==> config.mk <==
export PLATFORM = sky130hd
export DESIGN_NAME = stream_to_mem_arb
export DESIGN_NICKNAME = d
export VERILOG_FILES = /design/src/rtl/stream_to_mem_arb.sv
export SDC_FILE = /design/constraint.sdc
export NUM_CORES = 1
export LEC_CHECK = 0
export ABC_AREA = 1
export BUFFER_PORTS_ARGS = -buffer_cell sky130_fd_sc_hd__clkbuf_2
export CORE_AREA = 2 2 130 132
export DETAILED_ROUTE_END_ITERATION = 10
export DIE_AREA = 0 0 132 134
export SETUP_SLACK_MARGIN = 0.2
export SLEW_MARGIN = 20
export SYNTH_ARGS = -nofsm -noshare
export SYNTH_HDL_FRONTEND = slang
export SYNTH_SLANG_ARGS = --single-unit
==> constraint.sdc <==
create_clock -name clk_i -period 8.8 [get_ports clk_i]
set_clock_uncertainty 0.1 [all_clocks]
set_input_delay 0.44 -clock clk_i [delete_from_list [all_inputs] [get_ports clk_i]]
set_output_delay 0.44 -clock clk_i [all_outputs]
set_load 0.01 [all_outputs]
==> src/rtl/stream_to_mem_arb.sv <==
// Round-robin arbiter of NumPorts request streams onto one memory port; responses come back
// in issue order via a fall-through response FIFO and an ID FIFO. Optional perf counters: STREAM_TO_MEM_ARB_PERF_EN.
module stream_to_mem_arb #(
    parameter int NumPorts  = 2,
    parameter int ReqWidth  = 64,
    parameter int RespWidth = 32,
    parameter int BufDepth  = 2
) (
    input  logic                         clk_i,
    input  logic                         rst_i,
    input  logic [NumPorts*ReqWidth-1:0] req_i,
    input  logic [NumPorts-1:0]          req_valid_i,
    output logic [NumPorts-1:0]          req_ready_o,
    output logic [RespWidth-1:0]         resp_o,
    output logic [NumPorts-1:0]          resp_valid_o,
    input  logic [NumPorts-1:0]          resp_ready_i,
    output logic [ReqWidth-1:0]          mem_req_o,
    output logic                         mem_req_valid_o,
    input  logic                         mem_req_ready_i,
    input  logic [RespWidth-1:0]         mem_resp_i,
    input  logic                         mem_resp_valid_i,
    output logic                         resp_lost_o,
    output logic [31:0]                  perf_issued_o,
    output logic [31:0]                  perf_stall_o
);
    localparam int IdW  = (NumPorts > 1) ? $clog2(NumPorts) : 1;
    localparam int PtrW = (BufDepth > 1) ? $clog2(BufDepth) : 1;
    localparam int CntW = $clog2(BufDepth + 1) + 1;

    typedef logic [IdW-1:0]  id_t;
    typedef logic [PtrW-1:0] ptr_t;
    typedef logic [CntW-1:0] cnt_t;

    logic [NumPorts-1:0][ReqWidth-1:0] req_arr;
    assign req_arr = req_i;

    cnt_t cnt_q, rcnt_q;
    id_t  rr_q, held_q, gnt, id_head;
    logic lock_q;
    id_t  id_mem [BufDepth];
    ptr_t id_wr_q, id_rd_q;
    logic [RespWidth-1:0] rsp_mem [BufDepth];
    ptr_t rs_wr_q, rs_rd_q;

    logic can_issue, hs, pop, rsp_empty, rsp_full, rsp_avail, rsp_push, rsp_pop;

    function automatic ptr_t ptr_inc(ptr_t p);
        return (p == ptr_t'(BufDepth - 1)) ? '0 : p + 1'b1;
    endfunction

    // Scan offsets high to low so the valid port closest to rr_q is the last (winning) write.
    always_comb begin : arb_c
        int  k;
        id_t idx;
        k   = 0;
        idx = '0;
        gnt = rr_q;
        if (lock_q) begin
            gnt = held_q;
        end else begin
            for (int i = NumPorts - 1; i >= 0; i--) begin
                k = int'(rr_q) + i;
                if (k >= NumPorts) k = k - NumPorts;
                idx = id_t'(k);
                if (req_valid_i[idx]) gnt = idx;
            end
        end
    end

    assign rsp_empty = (rcnt_q == '0);
    assign rsp_full  = (rcnt_q == cnt_t'(BufDepth));
    // A response with nothing outstanding is stale (e.g. issued before a reset) and never surfaces.
    assign rsp_avail = !rsp_empty || (mem_resp_valid_i && (cnt_q != '0));
    assign id_head   = id_mem[id_rd_q];
    assign resp_o    = rsp_empty ? mem_resp_i : rsp_mem[rs_rd_q];

    always_comb begin
        resp_valid_o          = '0;
        resp_valid_o[id_head] = rsp_avail;
    end

    assign pop             = |(resp_valid_o & resp_ready_i);
    assign can_issue       = (cnt_q < cnt_t'(BufDepth)) || pop;
    assign mem_req_valid_o = (|req_valid_i) && can_issue;
    assign mem_req_o       = req_arr[gnt];
    assign hs              = mem_req_valid_o && mem_req_ready_i;

    always_comb begin
        req_ready_o      = '0;
        req_ready_o[gnt] = mem_req_ready_i && can_issue;
    end

    assign rsp_pop  = pop && !rsp_empty;
    assign rsp_push = mem_resp_valid_i && !rsp_full && (cnt_q != '0) && !(pop && rsp_empty);

    always_ff @(posedge clk_i) begin
        if (rst_i) begin
            cnt_q       <= '0;
            rcnt_q      <= '0;
            rr_q        <= '0;
            held_q      <= '0;
            lock_q      <= 1'b0;
            id_wr_q     <= '0;
            id_rd_q     <= '0;
            rs_wr_q     <= '0;
            rs_rd_q     <= '0;
            resp_lost_o <= 1'b0;
        end else begin
            case ({hs, pop})
                2'b10:   cnt_q <= cnt_q + 1'b1;
                2'b01:   cnt_q <= cnt_q - 1'b1;
                default: ;
            endcase
            if (hs) begin
                lock_q  <= 1'b0;
                rr_q    <= (gnt == id_t'(NumPorts - 1)) ? '0 : gnt + 1'b1;
                id_wr_q <= ptr_inc(id_wr_q);
            end else if (mem_req_valid_o) begin
                lock_q <= 1'b1;
                held_q <= gnt;
            end
            if (pop) id_rd_q <= ptr_inc(id_rd_q);
            case ({rsp_push, rsp_pop})
                2'b10:   rcnt_q <= rcnt_q + 1'b1;
                2'b01:   rcnt_q <= rcnt_q - 1'b1;
                default: ;
            endcase
            if (rsp_push) rs_wr_q <= ptr_inc(rs_wr_q);
            if (rsp_pop)  rs_rd_q <= ptr_inc(rs_rd_q);
            if (mem_resp_valid_i && rsp_full) resp_lost_o <= 1'b1;
        end
    end

    always_ff @(posedge clk_i) begin
        if (hs)       id_mem[id_wr_q]  <= gnt;
        if (rsp_push) rsp_mem[rs_wr_q] <= mem_resp_i;
    end

`ifdef STREAM_TO_MEM_ARB_PERF_EN
    logic [31:0] issued_q, stall_q;
    always_ff @(posedge clk_i) begin
        if (rst_i) begin
            issued_q <= '0;
            stall_q  <= '0;
        end else begin
            if (hs && (issued_q != '1)) issued_q <= issued_q + 1'b1;
            if ((|req_valid_i) && !hs && (stall_q != '1)) stall_q <= stall_q + 1'b1;
        end
    end
    assign perf_issued_o = issued_q;
    assign perf_stall_o  = stall_q;
`else
    assign perf_issued_o = '0;
    assign perf_stall_o  = '0;
`endif

endmodule

# Word-level counts from Yosys, hierarchy flattened
# Memories as Yosys holds them, arrays and structs flattened. A register that Yosys moved wholly into a read port is not among the register bits.
# Cells that the tools add are included.
[word_totals] mem_count=2 ram_bits=66 regBits=14
[classes] n_addsub=12 bitwise=4 eq_ne=5 muxes=33 n_reduce_logical=25 n_lt_le_gt_ge=9
[memory_table] memory="rsp_mem" words=2 width=32 rd=1 rd_clocked_by_memory_dff=1 wr=1 line="42" text="logic [RespWidth-1:0] rsp_mem [BufDepth];"
[memory_table] memory="id_mem" words=2 width=1 rd=1 rd_clocked_by_memory_dff=1 wr=1 line="40" text="id_t id_mem [BufDepth];"
[ops] cell="64-bit two-way mux" n=2
[ops] cell="32-bit two-way mux" n=1
[ops] cell="1-bit two-way mux" n=26
[ops] cell="1-bit logical AND" n=12
[ops] cell="3-bit case mux with 2 select lines" n=2
[ops] cell="1-bit by 2-bit less-than comparator with 1-bit output, second input constant" n=4
[ops] cell="3-bit by 1-bit adder with 3-bit output, second input constant" n=2
[ops] cell="2-bit bitwise AND" n=3
[ops] cell="2-bit OR reduction" n=3
[ops] cell="3-bit by 1-bit subtractor with 3-bit output, second input constant" n=2
[ops] cell="1-bit adder, second input constant" n=5
[ops] cell="2-bit by 1-bit == test with 1-bit output, second input constant" n=2
[ops] cell="2-bit == test, second input constant" n=2
[ops] cell="2-bit nonzero test" n=2
[ops] cell="3-bit by 2-bit == test with 1-bit output, second input constant" n=1
[ops] cell="1-bit logical NOT" n=3
[ops] cell="3-bit logical NOT" n=1
[ops] cell="3-bit by 2-bit less-than comparator with 1-bit output, second input constant" n=1
[ops] cell="3-bit nonzero test" n=1
[ops] cell="1-bit by 1-bit adder with 2-bit output, second input constant" n=1
[ops] cell="1-bit demux with 1-bit select" n=2
[ops] cell="1-bit greater-or-equal comparator, second input constant" n=2
[ops] cell="1-bit by 2-bit greater-or-equal comparator with 1-bit output, second input constant" n=1
[ops] cell="2-bit greater-or-equal comparator, second input constant" n=1
[ops] cell="4 further kinds" n=6

# Longest topological paths before layout
[logic_depth] word_depth=14 ltp_mapped=15 mapped_depth_nobuf=15

# Worst setup path before layout
# No wires, ideal clock.
[synth_timing] path_kind="register to register" start="mem id_mem[0] (netlist name)" end="mem rsp_mem[0][0] (enable)" path_stages_with_launch=8 n_path_buf=0 setup_slack_ns=5.828 arrival_ns=2.451 t_required_ns=8.279 cell_sequence="edfxtp_1 o21ai_0 inv_1 nand3_2 nand2_4 nand2_1 nand2_2 nor2_1"
[synth_rtl] item="from (decl)" line="40"
[synth_rtl] item="to (decl)" line="42"

# Worst setup path in the final report
[layout_timing] start="reg rr_q" end="out mem_req_o[17]"
[layout_between] elab_chain_len=11
[layout_lines] item="from (decl)" line="38" text="id_t rr_q, held_q, gnt, id_head;"
[layout_lines] item="from (signal assigned)" line="116" text="rr_q <= (gnt == id_t'(NumPorts - 1)) ? '0 : gnt + 1'b1;"
[layout_lines] item="1-bit by 1-bit adder with 2-bit output" line="62" text="k = int'(rr_q) + i;"
[layout_lines] item="2-bit greater-or-equal comparator / 1-bit subtractor (equally long branches)" line="63" text="if (k >= NumPorts) k = k - NumPorts;"
[layout_lines] item="1-bit two-way mux" line="63"
[layout_lines] item="1-bit two-way mux" line="58" text="if (lock_q) begin"
[layout_lines] item="1-bit two-way mux (not written as such) (2 in a row)" line="65" text="if (req_valid_i[idx]) gnt = idx;"
[layout_lines] item="1-bit two-way mux" line="65"
[layout_lines] item="1-bit two-way mux (*)" line="65"
[layout_lines] item="1-bit two-way mux (*)" line="58"
[layout_lines] item="64-bit two-way mux (not written as such) (*) (2 in a row)" line="85" text="assign mem_req_o = req_arr[gnt];"
[layout_lines] item="to (decl)" line="17" text="output logic [ReqWidth-1:0] mem_req_o,"
# Mark *: on every way between the ends. The rest lies on a longest branch, timed or not. The select of a mux whose other input is x is not followed.

==> results.md <==
* GR Overflow Total at 0
* Area share of the largest cell type after synthesis at about two fifths
* Yosys warnings at 0
* Combinational power share at ~46%
* Worst slew pin tran at approximately 1.0 ns
* Multi-input gate area at 0.00200 mm2
* Worst-skew pair later-pin latency at about 0.33 ns
* Routed vias/inst at 4.09
* Final wirelength at ~15000 um
* Resize count post-CTS at 0
* Status: finished, final reports clean
* Worst EP arrival at approximately 2.4 ns
* Mean Syn Cell Area at between 7 and 8 um2
* Mapped Area at about 0.005 mm2
* Max cap viols at 0
* Syn Inst Count at approximately 630
* Internal power at around 1.0 mW
* Unique masters post-synth at 26
* EDFF count, synth at 66
* CTS root buf: clkbuf_16
* Synth Area in Adders at 1.33%
* Xor and xnor area share after synthesis at 0%
* Post-CTS Setup Bufs at 0
* Tot GR Track Use at approximately 16%
* Psw at a little over 700 uW
* Layout cells sized above 1 at between 30% and 40%
* Clock group share of total power at a little over a fifth
* Post-DRT Antenna Nets at 0
* Chip Width at around 130 um
* Final Wtd Congestion at around 0.84
* RSZ-0062 raised after global routing: no
* Critical Path RT at 8.26 ns
* Max Slew Vio Count at 0
* Final min period at between 2 and 3 ns
* Crit Path Max Fanout at 66
* Row cnt at 47
* CTS clk-pin slew, worst paths at 0.06 ns
* PD cells at 269 mW/mm2
* Sink Count at 82
* Relative slew slack at between 30% and 40%
* PortBufs at between 200 and 300
* Async set-or-reset flop fraction in the synthesized netlist at 0%
* Setup WS post-layout at about 6 ns
* Largest net degree at the start of global routing at 69
* #FFs+latches synth at 82
* Final hold slack at 0.210 ns
* First drt pass iteration count at 6
* FMAX at roughly 0.34 GHz
* Largest cells by area after synthesis: edfxtp_1, nand2_1, buf_4
* Dpl ws at roughly 6.0 ns
* Layout fillers at 1751
* Worst Setup End Kind: output pin
* Min-Delay Path Class: in2reg
* Switch share at about two fifths
* Most frequent cells in the layout: nand2_1, clkbuf_2, o21ai_0, edfxtp_1, conb_1
* Max IR drop VDD at 0.117 mV
* Post-route setup TNS at 0 ns
* Top_reg_cell synth: edfxtp_1
* Tcrit/Tclk final at around 34%
* CTS tree: done
* # DRC at 0
* Register share of total power at approximately a third
* Num CTS Buffers at 9
* DR WL/cell at around 13 um
* Vias in the first global route at 4296
* Initial Util at 30.0%
* Maximum level of the CTS H-tree at 3
* Nets at between 1000 and 1500
* Register area share after synthesis at 47.2%
* Syn-to-layout area delta at 32.4%
* Final setup fails at 0
* Initial antenna violation count at 1
* Worst Path Class, Setup: reg2out
* Die area at 0.0177 mm2
* Multiplexer share of the synthesized area at 0%
* Area of the core at around 0.016 mm2
* Dpl hpwl at around 12000 um
* Sequential cell area at around 0.0023 mm2
* R2R Setup Slk at 6.13 ns
* CP Launch Type: flop
* Commonest non-fill, non-tap cell in the layout: nand2_1
* Initial detailed-routing violation count at between 200 and 250
* Vias at 4543
* Compound-Gate Fraction of Synth Area at 9.41%
* Ports at roughly 330
* Post-Synth Simple-Gate Area at between 20 and 25%
* Deepest clock path buffer count at 2
* Final hold vios at 0
* Largest family of logic cells by synthesized area: simple AND/OR/NAND/NOR gates
* Yosys top cell by area: edfxtp_1
* CTS Hold Bufs at 0
* First-pass GRT wire length at around 22000 um
* P_leak at ~3.4 nW
* Die Y at ~130 um
==> kinds of logic (layout without fill, tap and decap cells) <==
kind of cell | Yosys count | after routing
AOI/OAI and AO/OA | 91 | 91
adders and majority gates | 4 | 4
buffers and inverters | 151 | 344
DFF | 82 | 82
other | 1 | 65
and+or+nand+nor | 305 | 305
==> worst max-delay path, stage by stage (launching register included) <==
cell and delay [ns]:
dfxtp_1 0.30, inv_1 0.10, nor2_1 0.05, o21ai_0 0.28
o21ai_4 0.10, inv_2 0.75, nand2_1 0.17, nand2_1 0.17
clkbuf_2 0.16
==> routing by layer <==
metal	wire, um	up-vias	track usage, %
met5	0	-	0
met4	157	0	4.11
met3	1110	11	5.59
met2	7430	176	28.8
met1	6120	1980	18.6
li1	-	2376	-
==> final cells by class <==
type                    instances  area share, %
repair buffers                271           21.1
well taps                     220           4.26
diodes                          1         0.0387
clock inverters                 7           1.18
clock buffers                   9           3.48
flip-flops and latches         82           35.6
inverters                      57           3.31
multi-input cells             464           31.0
==> stage by stage <==
| step | cells | instance area [um2] | util, % | power [mW] |
|---|---|---|---|---|
| floorplan | 697 | 5120 | - | 1.09 |
| global placement | 1094 | 6160 | 37.8 | 1.38 |
| detailed placement | 1094 | 6160 | 37.8 | 1.38 |
| CTS | 1110 | 6460 | 39.7 | 1.77 |
| global route | 1111 | 6460 | 39.7 | 1.89 |
| finish | 1111 | 6460 | 39.7 | 1.74 |
==> registers in the layout, indices dropped and copies added (netlist names), named ones only <==
register and flops:
resp_lost_o 1, id_mem 2, id_rd_q 1, rsp_mem 64, held_q 1, cnt_q 3
rs_rd_q 1, id_wr_q 1, rr_q 1, rs_wr_q 1, lock_q 1, rcnt_q 3
==> cell usage after synthesis (4+ instances only) <==
master and instances:
buf_4 65, o21ai_0 69, nand2_1 273, buf_1 4, a21oi_1 16, edfxtp_1 66, buf_2 16, o21ai_1 5
clkbuf_1 9, inv_1 57, nor2_1 16, dfxtp_1 16
==> final timing paths <==
kind                          start                       end  cells past startpoint
min                  mem_resp_i[24]  rsp_mem[1][24]$_DFFE_PP_                      1
min reg2reg   cnt_q[0]$_SDFFE_PP0P_     cnt_q[0]$_SDFFE_PP0P_                      1
max               rr_q$_SDFFE_PP0P_             mem_req_o[17]                      8
max reg2reg  rcnt_q[1]$_SDFFE_PP0P_    rcnt_q[2]$_SDFFE_PP0P_                     11
==> power by group through the flow <==
| stage | Sequential (mW) | Combinational, mW | Clock, mW |
|---|---|---|---|
| floorplan | 0.551 | 0.535 | 0 |
| global placement | 0.568 | 0.808 | 0 |
| detailed placement | 0.571 | 0.812 | 0 |
| CTS | 0.563 | 0.815 | 0.387 |
| global route | 0.573 | 0.911 | 0.404 |
| finish | 0.562 | 0.800 | 0.376 |
Power figures use the tool's default switching activity.
